`config.mk`:
```
export PLATFORM = sky130hd
export DESIGN_NAME = ring_token_arbiter
export DESIGN_NICKNAME = d
export VERILOG_FILES = /design/src/rtl/ring_arb_pkg.sv /design/src/rtl/ring_token_ptr.sv /design/src/rtl/ring_token_arbiter.sv
export SDC_FILE = /design/constraint.sdc
export NUM_CORES = 1
export LEC_CHECK = 0
export ABC_AREA = 1
export ABC_CLOCK_PERIOD_IN_PS = 1800
export BUFFER_PORTS_ARGS = -buffer_cell sky130_fd_sc_hd__buf_2
export CORE_ASPECT_RATIO = 1.25
export CORE_MARGIN = 8
export CORE_UTILIZATION = 40
export CTS_CLUSTER_DIAMETER = 60
export DETAILED_ROUTE_END_ITERATION = 7
export PLACE_DENSITY = 0.62
export SKIP_CTS_REPAIR_TIMING = 1
export SLEW_MARGIN = 20
export SYNTH_ARGS = -nofsm -noshare
export SYNTH_HDL_FRONTEND = slang
export SYNTH_SLANG_ARGS = --single-unit
```
`constraint.sdc`:
```
create_clock -name CLK -period 1.8 [get_ports CLK]
set_clock_uncertainty 0.1 [all_clocks]
set_input_delay 0.36 -clock CLK [delete_from_list [all_inputs] [get_ports CLK]]
set_output_delay 0.36 -clock CLK [all_outputs]
set_load 0.02 [all_outputs]
```
`src/rtl/ring_arb_pkg.sv`:
```
// rtl/ring_arb_pkg.sv - shared state encoding, defaults and width helper for the ring token arbiter
package ring_arb_pkg;

    typedef enum logic [1:0] {
        ST_IDLE  = 2'd0,
        ST_GRANT = 2'd1,
        ST_GAP   = 2'd2
    } arb_state_t;

    localparam int DEF_N        = 4;
    localparam int DEF_MAX_HOLD = 16;

    // Bits needed to hold values 0..value-1, never less than one bit.
    function automatic int f_clog2(input int value);
        int w;
        w = 0;
        for (int i = 0; i < 31; i++) begin
            if ((1 << i) < value) begin
                w = i + 1;
            end
        end
        return (w < 1) ? 1 : w;
    endfunction

endpackage

```
`src/rtl/ring_token_ptr.sv`:
```
// rtl/ring_token_ptr.sv - one-hot rotating priority token register
module ring_token_ptr
    import ring_arb_pkg::*;
#(
    parameter int N = DEF_N
) (
    input  logic         CLK,
    input  logic         RST,
    input  logic         i_load,
    input  logic [N-1:0] i_gnt,
    output logic [N-1:0] o_ptr
);

    logic [N-1:0] r_ptr;

    // Token starts at requester 0; on release it moves to the requester just after the one that held the grant.
    always_ff @(negedge CLK) begin
        if (RST) begin
            r_ptr <= N'(1);
        end else if (i_load) begin
            r_ptr <= {i_gnt[N-2:0], i_gnt[N-1]};
        end
    end

    assign o_ptr = r_ptr;

endmodule

```
`src/rtl/ring_token_arbiter.sv`:
```
// rtl/ring_token_arbiter.sv - round-robin token arbiter with hold limit and mandatory gap cycle
module ring_token_arbiter
    import ring_arb_pkg::*;
#(
    parameter int N        = DEF_N,
    parameter int MAX_HOLD = DEF_MAX_HOLD
) (
    input  logic                  CLK,
    input  logic                  RST,
    input  logic [N-1:0]          REQ,
    output logic [N-1:0]          GNT,
    output logic [f_clog2(N)-1:0] GNT_ID,
    output logic                  BUSY,
    output logic                  TIMEOUT
);

    localparam int              IW         = f_clog2(N);
    localparam int              HW         = f_clog2(MAX_HOLD + 1);
    localparam logic [HW-1:0]   HOLD_LIMIT = HW'(MAX_HOLD);
    localparam logic [HW-1:0]   HOLD_ONE   = HW'(1);

    // First set request at or above the token position, wrapping past the top.
    function automatic logic [N-1:0] f_circ_pick(input logic [N-1:0] req, input logic [N-1:0] ptr);
        logic [N-1:0] pick;
        logic         found;
        int           base;
        int           idx;
        pick  = '0;
        found = 1'b0;
        base  = 0;
        idx   = 0;
        for (int i = 0; i < N; i++) begin
            if (ptr[i]) begin
                base = i;
            end
        end
        for (int k = 0; k < N; k++) begin
            idx = base + k;
            if (idx >= N) begin
                idx = idx - N;
            end
            if (!found && req[idx]) begin
                pick[idx] = 1'b1;
                found     = 1'b1;
            end
        end
        return pick;
    endfunction

    function automatic logic [IW-1:0] f_encode(input logic [N-1:0] onehot);
        logic [IW-1:0] b;
        b = '0;
        for (int i = 0; i < N; i++) begin
            if (onehot[i]) begin
                b = IW'(i);
            end
        end
        return b;
    endfunction

    arb_state_t    r_state;
    arb_state_t    w_state_nxt;
    logic [N-1:0]  r_gnt;
    logic [N-1:0]  w_gnt_nxt;
    logic [IW-1:0] r_gnt_id;
    logic [IW-1:0] w_gnt_id_nxt;
    logic [HW-1:0] r_hold;
    logic [HW-1:0] w_hold_nxt;
    logic          r_busy;
    logic          r_timeout;
    logic          w_timeout_nxt;
    logic          w_ptr_load;
    logic [N-1:0]  w_ptr;
    logic [N-1:0]  w_pick;

    ring_token_ptr #(
        .N (N)
    ) u_ptr (
        .CLK    (CLK),
        .RST    (RST),
        .i_load (w_ptr_load),
        .i_gnt  (r_gnt),
        .o_ptr  (w_ptr)
    );

    assign w_pick = f_circ_pick(REQ, w_ptr);

    // Next-state logic: arbitrate from IDLE/GAP, count and release in GRANT.
    always_comb begin
        w_state_nxt   = r_state;
        w_gnt_nxt     = r_gnt;
        w_gnt_id_nxt  = r_gnt_id;
        w_hold_nxt    = r_hold;
        w_timeout_nxt = 1'b0;
        w_ptr_load    = 1'b0;
        case (r_state)
            ST_IDLE, ST_GAP: begin
                if (REQ != '0) begin
                    w_state_nxt  = ST_GRANT;
                    w_gnt_nxt    = w_pick;
                    w_gnt_id_nxt = f_encode(w_pick);
                    w_hold_nxt   = HOLD_ONE;
                end else begin
                    w_state_nxt = ST_IDLE;
                    w_gnt_nxt   = '0;
                    w_hold_nxt  = '0;
                end
            end
            ST_GRANT: begin
                // A dropped request wins over the hold limit, so it never counts as a timeout.
                if ((REQ & r_gnt) == '0) begin
                    w_state_nxt = ST_GAP;
                    w_gnt_nxt   = '0;
                    w_hold_nxt  = '0;
                    w_ptr_load  = 1'b1;
                end else if (r_hold == HOLD_LIMIT) begin
                    w_state_nxt   = ST_GAP;
                    w_gnt_nxt     = '0;
                    w_hold_nxt    = '0;
                    w_ptr_load    = 1'b1;
                    w_timeout_nxt = 1'b1;
                end else begin
                    w_hold_nxt = r_hold + HOLD_ONE;
                end
            end
            default: begin
                w_state_nxt = ST_IDLE;
                w_gnt_nxt   = '0;
                w_hold_nxt  = '0;
            end
        endcase
    end

    // State and output registers, reset overriding any grant in progress.
    always_ff @(negedge CLK) begin
        if (RST) begin
            r_state   <= ST_IDLE;
            r_gnt     <= '0;
            r_gnt_id  <= '0;
            r_hold    <= '0;
            r_busy    <= 1'b0;
            r_timeout <= 1'b0;
        end else begin
            r_state   <= w_state_nxt;
            r_gnt     <= w_gnt_nxt;
            r_gnt_id  <= w_gnt_id_nxt;
            r_hold    <= w_hold_nxt;
            r_busy    <= (w_gnt_nxt != '0);
            r_timeout <= w_timeout_nxt;
        end
    end

    assign GNT     = r_gnt;
    assign GNT_ID  = r_gnt_id;
    assign BUSY    = r_busy;
    assign TIMEOUT = r_timeout;

endmodule

```
==> metrics <==
Die X 64.76 um; drt pass-1 iters 4; static leakage 0.9023 nW; count leader, synth nand3_1; Synth top area share 30.32%; Setup violations, final 26; Area contributors post-synth dfxtp_1 30%, nand3_1 15%, nand2_1 10%, ha_1 9.5%, inv_1 7.9%; I/O Pins 14; H-tree Lvls 1; worst slew pin tran 0.3236 ns; Sw Share 52.01%; CP Data Required Time 1.11 ns; register area share after synthesis 30.32%; pre-CTS WS -0.8131 ns; Synth Register Bits 18; Num CTS Buffers 3; crit path DAT 1.51 ns; layout cells sized above 1 40.63%; antenna viol nets, final 0; Final WS setup -0.4027 ns; RePlAce Congestion 0.9235; worst min path class flop to flop; fillcell total 263; Sequential Power Share 19.2%; Wirelength per Cell 12.41 um; asr flop ratio synth 0%; Setup CP Type primary input to flop; Gate Count Post-Synth 174; num rows 22; synth cell count leaders 35 x nand3_1, 33 x nand2_1, 25 x inv_1; DRT iter0 DRCs 56; CTS sink count 18; Layout area overhead 53.47%; clock share of power 12.6%; Crit Path Max Fanout 8; detailed placement HPWL 2509 um; internal cell power 1.411 mW; failing checks negative setup slack; crit path from REQ[1]; HP Start u_ptr.o_ptr[1]$_SDFFE_NP0P_; Worst setup EP type flop; first-pass GRT wire length 5257 um; Die ar. 4983 um^2; VDD IR-drop max 0.0007933 V; root buf cell clkbuf_4; Avg Inst Size Synth 6.831 um^2; WL final 3227 um; Bufs on Longest Clock Path 2; post-synth top area cell dfxtp_1; CP Launch Type primary input; Mapped Area 1189 um^2; Port Buffers 13; Skew-Pair Late Insertion Delay 0.38 ns; Net Sw Power 1.529 mW; Total Power 2.940 mW; Cell Pwr Density 1612 nW/um^2; grt ovf 0; Starting Density 41.13%; ant diodes 0; vias post-DR 1289; Post-synth top flop dfxtp_1; Post-synth EDFFs 0; initial antenna violation count 0; Final Max Slew Viols 0; CTS tree built; combinational share of power 68.2%; syn_nets 189; Die Y 76.95 um; Worst slew margin 78.40%; RSZ-0062 raised after global routing true; status finished with violations; Final Hold Vio Count 0; Clock transition at path regs 0.04 ns; Ys Warns 0; mean number of vias per cell 4.958; core box area 2890 um^2; nets 240; largest net degree at the start of global routing 13; Unique masters post-synth 22; max_cap viols 0; GRT Util Overall 12.70%; vias in the first global route 1314; DRC 0; reg-to-reg startpoint u_ptr.o_ptr[2]$_SDFFE_NP0P_
placed cells by master, fill, tap and decap left out:
| cell type | count |
|---|---|
| nor2_1 | 12 |
| dfxtp_2 | 7 |
| a21oi_2 | 3 |
| clkbuf_4 | 3 |
| nand3_1 | 15 |
| clkinvlp_2 | 1 |
| nand2_8 | 1 |
| nand2_4 | 5 |
| clkinv_4 | 1 |
| buf_8 | 1 |
| dfxtp_1 | 11 |
| buf_6 | 11 |
| nand2_2 | 6 |
| nor3b_2 | 1 |
| buf_4 | 16 |
| a21oi_1 | 7 |
| inv_1 | 38 |
| ha_1 | 9 |
| nor3b_1 | 1 |
| nand3_4 | 4 |
| xor2_1 | 2 |
| inv_2 | 2 |
| inv_8 | 2 |
| nor3_1 | 4 |
| nor2_4 | 2 |
| inv_12 | 1 |
| nand2_1 | 27 |
| xnor2_1 | 1 |
| o22ai_1 | 1 |
| o22ai_2 | 1 |
| a41oi_1 | 1 |
| nand3_2 | 18 |
| o21ai_1 | 2 |
| o21ai_0 | 2 |
| buf_2 | 1 |
| nor2_2 | 4 |
worst max-delay path: stages:
cell	delay, ns
buf_6	0.12
inv_12	0.05
nand2_2	0.06
nand3_2	0.10
nand2_4	0.07
nor2_4	0.25
nand3_2	0.11
nand3_2	0.10
nand2_1	0.08
nand2_1	0.08
nor2_1	0.04
nor2_1	0.08
routing by layer:
metal,routed length [um],global-route usage (%)
met3,112,3.488
met1,1293,12.28
met4,43,7.440
met2,1778,23.03
met5,0,0
final cells by class:
class | instances | area [um^2] | share of cell area [%]
multi-input cells | 129 | 920.9 | 50.48
flip-flops and latches | 18 | 369.1 | 20.23
repair buffers | 29 | 264.0 | 14.47
inverters | 26 | 130.1 | 7.133
clock inverters | 19 | 72.57 | 3.978
well taps | 36 | 45.04 | 2.469
clock buffers | 3 | 22.52 | 1.235
power groups by stage:
stage | sequential (mW) | clock (mW) | combinational (mW)
after detailed placement | 0.551 | 0.0647 | 1.76
after global routing | 0.573 | 0.426 | 2.20
after floorplan | 0.607 | 0.0647 | 1.23
final | 0.565 | 0.371 | 2.00
after CTS | 0.545 | 0.398 | 1.78
after global placement | 0.547 | 0.0647 | 1.73
sequential cells by signal, summed over array words and instances (netlist names):
signal and cells:
r_state 2, r_hold 5, u_ptr.o_ptr 3, TIMEOUT 1, GNT 4, BUSY 1, GNT_ID 2
kinds of logic after synthesis:
| group | Yosys count | synth area share [%] |
|---|---|---|
| buf+inv | 27 | 8.527 |
| xor+xnor | 3 | 2.211 |
| flops | 18 | 30.32 |
| simple gates | 100 | 41.47 |
| compound gates | 17 | 8.000 |
| fa+ha+maj | 9 | 9.474 |
final timing paths:
kind,end,slack [ns],cells after the start
worst min-delay path,u_ptr.o_ptr[1]$_SDFFE_NP0P_,0.38,2
worst max-delay path,GNT_ID[0]$_SDFFE_NP0P_,-0.40,12
worst max register to register,BUSY$_SDFF_NP0_,-0.20,14
worst min register to register,u_ptr.o_ptr[1]$_SDFFE_NP0P_,0.38,2
metrics by stage:
step           TNS [ns]  instances  util, %  cell area, um^2  hold slack [ns]
6_report         -7.064        260    63.12             1824           0.3814
5_1_grt          -8.827        260    63.12             1824           0.4123
4_1_cts          -9.116        259    57.14             1652           0.3851
3_5_place_dp     -12.79        238    53.98             1560           0.3801
3_3_place_gp     -12.18        238    53.98             1560           0.3692
2_1_floorplan    -5.863        174        -             1338           0.3587
(Power assumes the default switching activity.)
